--- src/rtl/button_bank.sv ---
// rtl/button_bank.sv - multi-channel button synchroniser, debouncer and press/long/repeat pulse generator
// One sample strobe per sclk rise drives every channel's debounce, hold and repeat counters.
module button_bank #(
  parameter int N            = 4,
  parameter int DB_BITS      = 3,
  parameter int HOLD_TICKS   = 64,
  parameter int REPEAT_TICKS = 16,
  parameter bit ACTIVE_LOW   = 1'b0
) (
  input  logic         clk,
  input  logic         rst,
  input  logic         sclk,
  input  logic [N-1:0] i,
  output logic [N-1:0] o,
  output logic [N-1:0] press,
  output logic [N-1:0] rel,
  output logic [N-1:0] long,
  output logic [N-1:0] rpt
);

  localparam int HW = $clog2(HOLD_TICKS + 1);
  localparam int RW = (REPEAT_TICKS > 0) ? $clog2(REPEAT_TICKS + 1) : 1;
  localparam logic [DB_BITS-1:0] DB_LAST = DB_BITS'((2 ** DB_BITS) - 2);
  localparam logic [HW-1:0] HOLD_V  = HW'(HOLD_TICKS);
  localparam logic [HW-1:0] HOLD_M1 = HW'(HOLD_TICKS - 1);
  localparam logic [RW-1:0] REP_M1  = RW'((REPEAT_TICKS > 0) ? REPEAT_TICKS - 1 : 0);
  localparam bit REPEAT_ON = (REPEAT_TICKS > 0);

  logic         s1, s2, s3, tick;
  logic [N-1:0] m1, m2, x;

  // sclk is only sampled as data; the edge detector yields one tick per rise
  always_ff @(posedge clk) begin
    if (rst) begin
      s1 <= 1'b0;
      s2 <= 1'b0;
      s3 <= 1'b0;
      m1 <= {N{ACTIVE_LOW}};
      m2 <= {N{ACTIVE_LOW}};
    end else begin
      s1 <= sclk;
      s2 <= s1;
      s3 <= s2;
      m1 <= i;
      m2 <= m1;
    end
  end

  assign tick = s2 & ~s3;
  assign x    = m2 ^ {N{ACTIVE_LOW}};

  for (genvar k = 0; k < N; k++) begin : g_ch
    logic               db;
    logic [DB_BITS-1:0] cnt;
    logic [HW-1:0]      hcnt;
    logic [RW-1:0]      rcnt;
    logic               flip, rise, fall, held, rpt_en, hit_long, hit_rpt;

    assign flip     = tick && (x[k] != db) && (cnt == DB_LAST);
    assign rise     = flip & x[k];
    assign fall     = flip & ~x[k];
    // a releasing tick never advances the hold/repeat schedule
    assign held     = tick && db && !fall;
    assign hit_long = held && (hcnt == HOLD_M1);
    assign rpt_en   = REPEAT_ON && held && (hcnt == HOLD_V);
    assign hit_rpt  = rpt_en && (rcnt == REP_M1);

    always_ff @(posedge clk) begin
      if (rst) begin
        db        <= 1'b0;
        cnt       <= '0;
        hcnt      <= '0;
        rcnt      <= '0;
        press[k]  <= 1'b0;
        rel[k]    <= 1'b0;
        long[k]   <= 1'b0;
        rpt[k]    <= 1'b0;
      end else begin
        press[k] <= rise;
        rel[k]   <= fall;
        long[k]  <= hit_long;
        rpt[k]   <= hit_rpt;
        if (tick) begin
          if (x[k] == db) begin
            cnt <= '0;
          end else if (cnt == DB_LAST) begin
            db  <= x[k];
            cnt <= '0;
          end else begin
            cnt <= cnt + 1'b1;
          end
        end
        if (rise || fall) begin
          hcnt <= '0;
          rcnt <= '0;
        end else if (held) begin
          if (hcnt != HOLD_V) hcnt <= hcnt + 1'b1;
          if (hit_long || hit_rpt) rcnt <= '0;
          else if (rpt_en) rcnt <= rcnt + 1'b1;
        end
      end
    end

    assign o[k] = db;
  end

endmodule

--- config.mk ---
export PLATFORM = sky130hd
export DESIGN_NAME = button_bank
export DESIGN_NICKNAME = d
export VERILOG_FILES = /design/src/rtl/button_bank.sv
export SDC_FILE = /design/constraint.sdc
export NUM_CORES = 1
export LEC_CHECK = 0
export ABC_CLOCK_PERIOD_IN_PS = 3560
export BUFFER_PORTS_ARGS = -buffer_cell sky130_fd_sc_hd__buf_2
export CAP_MARGIN = 10
export CORE_ASPECT_RATIO = 1.75
export CORE_MARGIN = 5
export CORE_UTILIZATION = 40
export CTS_CLUSTER_SIZE = 12
export DETAILED_ROUTE_END_ITERATION = 12
export SLEW_MARGIN = 10
export SYNTH_ARGS = -nofsm -noshare
export SYNTH_HDL_FRONTEND = slang
export SYNTH_SLANG_ARGS = --single-unit
export TNS_END_PERCENT = 20
--- constraint.sdc ---
create_clock -name clk -period 3.56 [get_ports clk]
set_clock_uncertainty 0.1 [all_clocks]
set_input_delay 0.356 -clock clk [delete_from_list [all_inputs] [get_ports clk]]
set_output_delay 0.356 -clock clk [all_outputs]
set_load 0.01 [all_outputs]
Word level (Yosys, flattened, before mapping)
Cells that the tools add are included.
{"block": "classes", "n_addsub": 12, "n_eq_ne": 28, "n_mux": 16, "n_bitwise": 18, "reduce_logical": 60}
{"op": "$mux W5", "n": 8}
{"op": "$add A7 B1 Y7 const B", "n": 4}
{"op": "$eq A7 B6 Y1 const B", "n": 4}
{"op": "$eq A7 B7 Y1 const B", "n": 4}
{"op": "$logic_and A1 B1 Y1", "n": 28}
{"op": "$ne A7 B7 Y1 const B", "n": 4}
{"op": "$mux W3", "n": 8}
{"op": "$add A5 B1 Y5 const B", "n": 4}
{"op": "$eq A5 B4 Y1 const B", "n": 4}
{"op": "$reduce_and A2 Y1", "n": 8}
{"op": "$add A3 B1 Y3 const B", "n": 4}
{"op": "$eq A3 B3 Y1 const B", "n": 4}
{"op": "$reduce_and A3 Y1", "n": 4}
{"op": "$and A1 B1 Y1", "n": 9}
{"op": "$not A1 Y1", "n": 9}
{"op": "$logic_or A1 B1 Y1", "n": 8}
{"op": "$reduce_bool A2 Y1", "n": 4}
{"op": "$reduce_or A2 Y1", "n": 4}
{"op": "$eq A1 B1 Y1", "n": 4}
{"op": "$logic_not A1 Y1", "n": 4}
{"op": "$ne A1 B1 Y1", "n": 4}
{"block": "totals", "register_bits": 91, "inputBits": 7, "output_inout_bits": 20, "elab_cells": 171}

Logic depth before layout (Yosys ltp)
Gate-level depths: netlist (run 1).
{"block": "logic_depth", "depth_word": 12, "depth_mapped": 8, "mapped_depth_nobuf": 7}

Worst setup path before layout (run 1)
Ideal clock, no wire load.
{"block": "synth_timing", "path_type": "reg2reg", "start": "register g_ch[1].hcnt[1]", "end": "register g_ch[1].rcnt[2]", "setup_time_ns": 0.066, "arrival_ns": 1.631, "required_time_ns": 3.394, "path_slack_ns": 1.763, "stages_incl_launch_ff": 7, "path_buffers": 0, "period_less_slack_ns": 1.797, "cell_sequence": "dfxtp_1 ha_1 nand3_1 or3_4 a21o_1 or3_1 a21oi_2"}
{"block": "synth_via", "elab_chain_len": 6, "elab_cells_between_ends": 9, "cone_classes": "2 x eq/ne; 1 x mux; 6 x reduce/logical"}
{"element": "start: declaration", "line_no": "55", "text": "logic [HW-1:0] hcnt;"}
{"element": "start signal: assignment", "line_no": "97", "text": "if (hcnt != HOLD_V) hcnt <= hcnt + 1'b1;"}
{"element": "$eq A7 B7 Y1", "line_no": "65", "text": "assign rpt_en = REPEAT_ON && held && (hcnt == HOLD_V);"}
{"element": "$logic_and A1 B1 Y1", "line_no": "65"}
{"element": "$logic_and A1 B1 Y1", "line_no": "66", "text": "assign hit_rpt = rpt_en && (rcnt == REP_M1);"}
{"element": "$logic_or A1 B1 Y1", "line_no": "98", "text": "if (hit_long || hit_rpt) rcnt <= '0;"}
{"element": "$reduce_bool A2 Y1 (no line)"}
{"element": "$reduce_and A2 Y1 (no line)"}
{"element": "end signal: assignment", "line_no": "99", "text": "else if (rpt_en) rcnt <= rcnt + 1'b1;"}
{"element": "end: declaration", "line_no": "56", "text": "logic [RW-1:0] rcnt;"}
Several ways; a longest one is shown, not always the timed one.
A chain may end at the register's enable or synchronous reset.

Worst setup path in the final report (run 1)
{"block": "layout_timing", "start": "register s3", "end": "register g_ch[0].rcnt[3]"}
{"block": "layout_via", "elab_chain_len": 12, "elab_cells_between_ends": 18, "cone_classes": "1 x mux; 4 x bitwise; 13 x reduce/logical"}
{"element": "start: declaration", "line_no": "29", "text": "logic s1, s2, s3, tick;"}
{"element": "start signal: assignment", "line_no": "37", "text": "s3 <= 1'b0;"}
{"element": "start signal: assignment", "line_no": "43", "text": "s3 <= s2;"}
{"element": "$not A1 Y1 (*)", "line_no": "49", "text": "assign tick = s2 & ~s3;"}
{"element": "$and A1 B1 Y1 (*)", "line_no": "49"}
{"element": "$logic_and A1 B1 Y1 (2 in series)", "line_no": "59", "text": "assign flip = tick && (x[k] != db) && (cnt == DB_LAST);"}
{"element": "$and A1 B1 Y1", "line_no": "61", "text": "assign fall = flip & ~x[k];"}
{"element": "$logic_not A1 Y1", "line_no": "63", "text": "assign held = tick && db && !fall;"}
{"element": "$logic_and A1 B1 Y1", "line_no": "63"}
{"element": "$logic_and A1 B1 Y1", "line_no": "65"}
{"element": "$logic_and A1 B1 Y1", "line_no": "66"}
{"element": "$logic_or A1 B1 Y1", "line_no": "98"}
{"element": "$reduce_bool A2 Y1 (no line)"}
{"element": "$reduce_and A2 Y1 (no line)"}
{"element": "end signal: assignment", "line_no": "99"}
{"element": "end: declaration", "line_no": "56"}
Every way passes the cells marked *; elsewhere a longest branch is shown, timed or not.

==> results.txt, run 1 <==
----------------------------------------------------
[Run status]
  Run status ... completed

[Timing]
  Min Tclk post-route ... roughly 2100 ps
  Max-slew violation count ... 0
  Worst Max-Slew Pin Slew ... roughly 760 ps
  Total Negative Setup Slacks ... 0 ps
  Count of endpoints failing hold in the final timing report ... 0
  Rel. slew slack ... between 40% and 50%
  Unrepaired setup endpoints after global routing ... false
  Number of endpoints failing setup at the final stage ... 0
  Maximum frequency from static timing analysis ... 0.475 GHz
  Share of the clock period used by the worst path after layout ... between 50% and 60%

[Route]
  Number of DRC violations after detailed-routing iteration 0 ... roughly 110
  WL per Instance ... 12.6 um
  Vias per cell ... between 5 and 6
  Number of detailed-routing iterations run before antenna repair ... 4
  Number of nets with antenna violations after detailed routing ... 0
  Via count ... 3116
  Routed WL ... 7.49 mm
  Detailed-route DRC error count ... 0

[Worst setup path]
  Reg2Reg Capture Point ... g_ch[0].rcnt[3]$_SDFFE_PP0P_
  Critical path arrival ... roughly 2200 ps
  Source of the critical timing path ... s3$_SDFF_PP0_
  Category of the worst setup path launch point ... register
  CP max FO ... 11
  Category of the most critical setup path ... register to register
  Launching point of the worst reg2reg path ... s3$_SDFF_PP0_
  Worst setup path endpoint ... g_ch[0].rcnt[3]$_SDFFE_PP0P_
  Register-to-register setup slack ... 1460 ps
  Req. time, crit path ... approximately 3700 ps
  Number of cells on the worst reg-to-reg path ... 5
  Nature of the critical path endpoint ... register

[Hold path]
  Worst Hold Class ... primary input to register
  Worst min-delay path startpoint ... i[2]

[Logic synthesis]
  Number of nets produced by synthesis ... 470
  Synth Flop Type ... sky130_fd_sc_hd__dfxtp_1
  Total standard cell area after synthesis ... 4010 um^2
  Post-synthesis cell count ... about 450
  Post-synthesis async set-or-reset flop share ... 0%
  Syn_area_per_cell ... roughly 9.0 um^2
  Number of different library cells in the post-synthesis netlist ... 47
  Flip-flop and latch count after synthesis ... 91
  Number of warnings issued by yosys ... 0
  Seq/Total Area, Yosys ... roughly 45%
  Number of enable-type register cells in the synthesized netlist ... 0

[Pwr]
  Fraction of power spent switching nets ... between 10% and 20%
  Sw Pwr ... 401 uW
  Power per cell area ... ~470 nW/um^2
  Reported leakage power ... approximately 0.0017 uW
  Share of power burned in combinational logic ... 1.7%
  Internal power ... about 1700 uW
  Seq pwr share ... around half
  Worst ir drop on vdd ... approximately 0.00024 V
  Relative contribution of the clock network to total power ... between 50% and 60%

[Die]
  I/O pins ... 27
  Height of the chip ... about 140 um
  Number of cell rows ... 48
  Total Die Area ... 12200 um^2
  Die Wd ... between 80 and 90 um
  Core footprint ... just under 10000 um^2
  Effective utilization at floorplan ... between 40% and 50%

[GRT]
  Total GRT Usage ... a little over an eighth
  Remaining Overflow, GRT ... 0
  Largest net degree at the start of global routing ... 43
  First-pass GRT wire length ... roughly 13 mm
  Antenna violations before repair ... 0
  Vias in the first global route ... 2938

[Finish]
  Final cell count without fillers ... roughly 590
  Area added between synthesis and finish ... 13.1%
  Total inserted antenna cells ... 0
  Most frequent cells in the layout ... sky130_fd_sc_hd__dfxtp_1, sky130_fd_sc_hd__nor2_1, sky130_fd_sc_hd__a21oi_1, sky130_fd_sc_hd__nand2_1, sky130_fd_sc_hd__buf_2
  Leading cell type in the layout, fill and taps excluded ... sky130_fd_sc_hd__dfxtp_1
  Nets@finish ... between 400 and 500
  Core occupancy in the finished layout ... roughly 46%
  Fraction of final layout cells with drive strength greater than 1 ... 11.1%

[Clock network]
  Number of cells upsized or downsized after cts ... 0
  CTS Hold Buffers Added ... 0
  Clock latency on the worst-skew pair ... roughly 340 ps
  Clock root cell ... sky130_fd_sc_hd__clkbuf_16
  TritonCTS Buffers ... 9
  TritonCTS clock tree ... built
  Clock slew seen by the registers of the worst setup and hold paths ... about 60 ps
  CTS Sinks ... 91
  Count of H-tree levels built during CTS ... 3
  CTS max path bufs ... 2
  Number of setup buffers added after CTS ... 0

[Job]
  Reported max-cap violation count ... 0

[Place]
  Port-buffer cells ... 26
  Global placement routability congestion ... a little under 0.8
  Detailed Place HPWL ... between 5 and 6 mm
  Number of placed cells counting well taps ... approximately 580

----------------------------------------------------
==> worst min-delay path by stage <==
stage | end | depth (start not counted)
4_1_cts | m1[2]$_SDFF_PP0_ | 2
3_3_place_gp | m2[1]$_SDFF_PP0_ | 1
2_1_floorplan | m2[0]$_SDFF_PP0_ | 1
5_1_grt | m1[3]$_SDFF_PP0_ | 2
3_5_place_dp | m2[2]$_SDFF_PP0_ | 1
6_report | m1[2]$_SDFF_PP0_ | 2
==> registers in the layout (all words and copies together) (netlist names) <==
name / flops
g_ch.rcnt: 20
m2: 4
s3: 1
s2: 1
s1: 1
g_ch.db: 4
press: 4
rpt: 4
rel: 4
m1: 4
g_ch.hcnt: 28
long: 4
g_ch.cnt: 12
==> layout make-up <==
type | count | area [um^2]
fillers | 990 | 5320
multi-input cells | 318 | 2020
flip-flops and latches | 91 | 1820
clock buffers | 11 | 243
well taps | 125 | 156
repair buffers | 26 | 130
clock inverters | 5 | 100
inverters | 17 | 63.8
==> critical path: stages, from the launching register on <==
cell and delay [ps]:
sky130_fd_sc_hd__dfxtp_1 310, sky130_fd_sc_hd__nand2b_1 300, sky130_fd_sc_hd__or4_1 650, sky130_fd_sc_hd__nand2b_1 360, sky130_fd_sc_hd__o21bai_1 200, sky130_fd_sc_hd__nor2_1 70
==> metrics by stage <==
stage	area, um^2	worst slack, ps	power (uW)	hold WS, ps
detailed placement	4190	1440	1090	329
global placement	4190	1490	1090	325
finish	4530	1460	2140	118
CTS	4530	1430	2170	105
global route	4530	1300	2220	116
floorplan	4010	1760	1080	314
==> metal layers <==
layer / up-vias / part of all wire (%) / track usage (%)
met2: 48 / 52 / 24.0
met5: - / 0 / 0
met3: 13 / 3.1 / 2.32
met4: 0 / 2.8 / 8.26
met1: 1452 / 42 / 14.0
li1: 1603 / - / -
==> cell families (layout without fill, tap and decap cells) <==
| logic type | after synthesis | count (layout) | synth area share, % |
|---|---|---|---|
| buf+inv | 38 | 59 | 4.15 |
| flops | 91 | 91 | 45.5 |
| fa+ha+maj | 16 | 16 | 5.00 |
| mux | 5 | 5 | 1.25 |
| compound gates | 76 | 76 | 12.5 |
| xor+xnor | 27 | 27 | 5.90 |
| simple gates | 194 | 194 | 25.7 |
==> synthesized netlist by cell type (2+ instances only) <==
master,n,area (um^2)
sky130_fd_sc_hd__ha_1,16,200
sky130_fd_sc_hd__dfxtp_1,91,1820
sky130_fd_sc_hd__buf_2,7,35.0
sky130_fd_sc_hd__o311ai_2,3,48.8
sky130_fd_sc_hd__or3_1,7,43.8
sky130_fd_sc_hd__and3_2,2,15.0
sky130_fd_sc_hd__nand2b_1,5,31.3
sky130_fd_sc_hd__buf_4,4,30.0
sky130_fd_sc_hd__mux2i_1,5,50.1
sky130_fd_sc_hd__nor3b_1,7,52.6
sky130_fd_sc_hd__nand2_1,28,105
sky130_fd_sc_hd__xnor2_1,11,96.3
sky130_fd_sc_hd__clkbuf_1,10,37.5
sky130_fd_sc_hd__and3_1,9,56.3
sky130_fd_sc_hd__a22oi_1,6,45.0
sky130_fd_sc_hd__nor3_1,15,75.1
sky130_fd_sc_hd__xor2_1,16,140
sky130_fd_sc_hd__a31oi_1,2,12.5
sky130_fd_sc_hd__inv_1,17,63.8
sky130_fd_sc_hd__nor2_1,55,206
sky130_fd_sc_hd__a21o_1,4,30.0
sky130_fd_sc_hd__a21oi_1,31,155
sky130_fd_sc_hd__o21bai_1,3,22.5
sky130_fd_sc_hd__or4_1,3,22.5
sky130_fd_sc_hd__nand4_1,8,50.1
sky130_fd_sc_hd__nor4_1,7,43.8
sky130_fd_sc_hd__o311a_1,7,70.1
sky130_fd_sc_hd__nand3_1,21,105
sky130_fd_sc_hd__o211ai_1,2,15.0
sky130_fd_sc_hd__nand4b_1,4,35.0
sky130_fd_sc_hd__nor2b_1,12,75.1
sky130_fd_sc_hd__o21ai_0,13,65.1
sky130_fd_sc_hd__a21oi_2,2,17.5
==> power groups by stage <==
stage,Combinational [uW],Sequential [uW],Clock [uW]
after floorplan,28.9,1050,0
after global placement,36.2,1050,0
after detailed placement,36.9,1050,0
after CTS,36.8,1030,1110
after global routing,40.8,1030,1150
final,36.1,1030,1070
Power figures use the tool's default switching activity.
==> run 2: changes to the inputs <==
--- a/config.mk
+++ b/config.mk
@@ -5,7 +5,7 @@
 export SDC_FILE = /design/constraint.sdc
 export NUM_CORES = 1
 export LEC_CHECK = 0
-export ABC_CLOCK_PERIOD_IN_PS = 3560
+export ABC_CLOCK_PERIOD_IN_PS = 1900
 export BUFFER_PORTS_ARGS = -buffer_cell sky130_fd_sc_hd__buf_2
 export CAP_MARGIN = 10
 export CORE_ASPECT_RATIO = 1.75
==> constraint.sdc (replaced) <==
create_clock -name clk -period 1.9 [get_ports clk]
set_clock_uncertainty 0.1 [all_clocks]
set_input_delay 0.19 -clock clk [delete_from_list [all_inputs] [get_ports clk]]
set_output_delay 0.19 -clock clk [all_outputs]
set_load 0.01 [all_outputs]
==> run 2 against run 1 <==
  * Via count is 4.0% higher
  * Design area is 4.8% higher
  * Clock power is 61% higher
  * Hold slack worse by 14 ps
  * Sequential cell count stayed put
  * Wire length is 5.7% higher
  * Sequential share of layout area is 1.8 points lower
  * Critical endpoint is now g_ch[1].rcnt[2]$_SDFFE_PP0P_
==> results.txt, run 2 (synthesis results as in run 1) <==
----------------------------------------------------
[Run status]
  Run status ... completed

[Finish]
  Final cell count without fillers ... a little over 600
  Fraction of final layout cells with drive strength greater than 1 ... between 15 and 20%
  Most frequent cells in the layout ... sky130_fd_sc_hd__dfxtp_1, sky130_fd_sc_hd__nor2_1, sky130_fd_sc_hd__a21oi_1, sky130_fd_sc_hd__nand2_1, sky130_fd_sc_hd__buf_2
  Area added between synthesis and finish ... 18.6%
  Register bank with the most flops ... g_ch.hcnt
  Largest register FFs ... 28
  Nets@finish ... ~520
  Core occupancy in the finished layout ... between 40% and 50%
  Leading cell type in the layout, fill and taps excluded ... sky130_fd_sc_hd__dfxtp_1
  Biggest regs ... g_ch.hcnt (28), g_ch.rcnt (20), g_ch.cnt (12)
  Total inserted antenna cells ... 0

[Timing]
  Share of the clock period used by the worst path after layout ... 96.1%
  Min Tclk post-route ... 1830 ps
  Max-slew violation count ... 0
  Maximum frequency from static timing analysis ... 0.548 GHz
  Total Negative Setup Slacks ... 0 ps
  Rel. slew slack ... just over 60%
  Count of endpoints failing hold in the final timing report ... 0
  Number of endpoints failing setup at the final stage ... 0
  Worst Max-Slew Pin Slew ... about 570 ps

[Job]
  Reported max-cap violation count ... 0

[Place]
  Global placement routability congestion ... between 0.8 and 0.9
  Number of placed cells counting well taps ... 600
  Detailed Place HPWL ... between 5 and 6 mm
  Port-buffer cells ... 26

[Route]
  Vias per cell ... about 5.2
  Number of detailed-routing iterations run before antenna repair ... 4
  WL per Instance ... 12.7 um
  Number of DRC violations after detailed-routing iteration 0 ... between 100 and 150
  Via count ... 3240
  Routed WL ... just under 8 mm
  Detailed-route DRC error count ... 0
  Number of nets with antenna violations after detailed routing ... 0

[Pwr]
  Post-route total power ... approximately 3700 uW
  Power per cell area ... ~790 nW/um^2
  Reported leakage power ... roughly 0.0018 uW
  Worst ir drop on vdd ... between 0.0005 and 0.0006 V

[Die]
  Number of cell rows ... 48
  Die Wd ... 85.7 um
  Core footprint ... around 10000 um^2
  I/O pins ... 27
  Effective utilization at floorplan ... 40.7%
  Total Die Area ... roughly 12000 um^2
  Height of the chip ... about 140 um

[Hold path]
  Worst Hold Class ... primary input to register

[Clock network]
  Clock slew seen by the registers of the worst setup and hold paths ... about 60 ps
  CTS max path bufs ... 2
  TritonCTS Buffers ... 9
  TritonCTS clock tree ... built
  Count of H-tree levels built during CTS ... 3
  CTS Sinks ... 91
  Clock latency on the worst-skew pair ... between 300 and 400 ps
  Clock root cell ... sky130_fd_sc_hd__clkbuf_16

[Worst setup path]
  Category of the most critical setup path ... register to register
  CP max FO ... 4
  Req. time, crit path ... around 2100 ps
  Nature of the critical path endpoint ... register
  Category of the worst setup path launch point ... register
  Critical path arrival ... about 2000 ps

[GRT]
  Vias in the first global route ... 3166
  Antenna violations before repair ... 0
  First-pass GRT wire length ... between 10 and 15 mm
  Total GRT Usage ... between 10% and 20%
  Largest net degree at the start of global routing ... 15
  Remaining Overflow, GRT ... 0

----------------------------------------------------
-- run 2: changes by cell type in the layout (fill, tap and decap cells not counted), moves of 2 or more --
cell / previous run / this run
sky130_fd_sc_hd__ha_1: 16 / 14
sky130_fd_sc_hd__dfxtp_1: 91 / 89
sky130_fd_sc_hd__buf_4: 0 / 23
sky130_fd_sc_hd__dfxtp_2: 0 / 2
sky130_fd_sc_hd__clkbuf_8: 1 / 4
sky130_fd_sc_hd__bufinv_16: 3 / 0
sky130_fd_sc_hd__ha_2: 0 / 2
sky130_fd_sc_hd__dlygate4sd3_1: 0 / 5
-- run 2: area by class of cell --
cell class | count | area [um^2]
fill | 988 | 5100
multi-input combinational | 318 | 2040
sequential | 91 | 1820
timing repair buffer | 55 | 373
clock buffer | 15 | 288
tap | 125 | 156
inverter | 17 | 63.8
clock inverter | 1 | 5.00
-- run 2: worst paths after layout --
path	cells after the start	from	to	slack [ps]
min	2	rst	g_ch[0].db$_SDFFE_PP0N_	100
min reg2reg	1	m1[2]$_SDFF_PP0_	m2[2]$_SDFF_PP0_	340
max	6	g_ch[1].hcnt[1]$_SDFFE_PP0P_	g_ch[1].rcnt[2]$_SDFFE_PP0P_	70
max reg2reg	6	g_ch[1].hcnt[1]$_SDFFE_PP0P_	g_ch[1].rcnt[2]$_SDFFE_PP0P_	70
-- run 2: per-layer routing --
metal,up-vias,track usage (%),share of wire [%]
li1,1652,-,-
met1,1534,15.1,42
met2,38,25.0,52
met3,16,3.36,3.4
met4,0,5.92,2.6
met5,-,0,0
-- run 2: per-stage QoR --
stage	instance area [um^2]	hold WS, ps	setup WS, ps
floorplan	4010	218	103
global placement	4380	304	77.0
detailed placement	4380	306	37.4
CTS	4720	101	2.47
global route	4750	129	-12.6
finish	4750	104	74.5
-- run 2: timing repair --
item / CTS / global route
endpoints found under the setup margin: 0 / 10
gates resized for setup: 0 / 8
endpoints found under the hold margin: 5 / 0
setup buffers: 0 / 1
hold buffers: 5 / 0
-- run 2: critical path, cell delays in order, from the launching register on --
cell and delay [ps]:
sky130_fd_sc_hd__dfxtp_2 350, sky130_fd_sc_hd__ha_2 190, sky130_fd_sc_hd__nand3_2 100, sky130_fd_sc_hd__or3_4 360, sky130_fd_sc_hd__a21o_1 210, sky130_fd_sc_hd__or3_1 320
sky130_fd_sc_hd__a21oi_2 130
-- run 2: power by group --
group / total, uW / switching, uW / internal, uW
clock: 1720 / 692 / 1030
sequential: 1930 / 9.37 / 1920
combinational: 96.0 / 52.7 / 43.2
total: 3750 / 754 / 2990
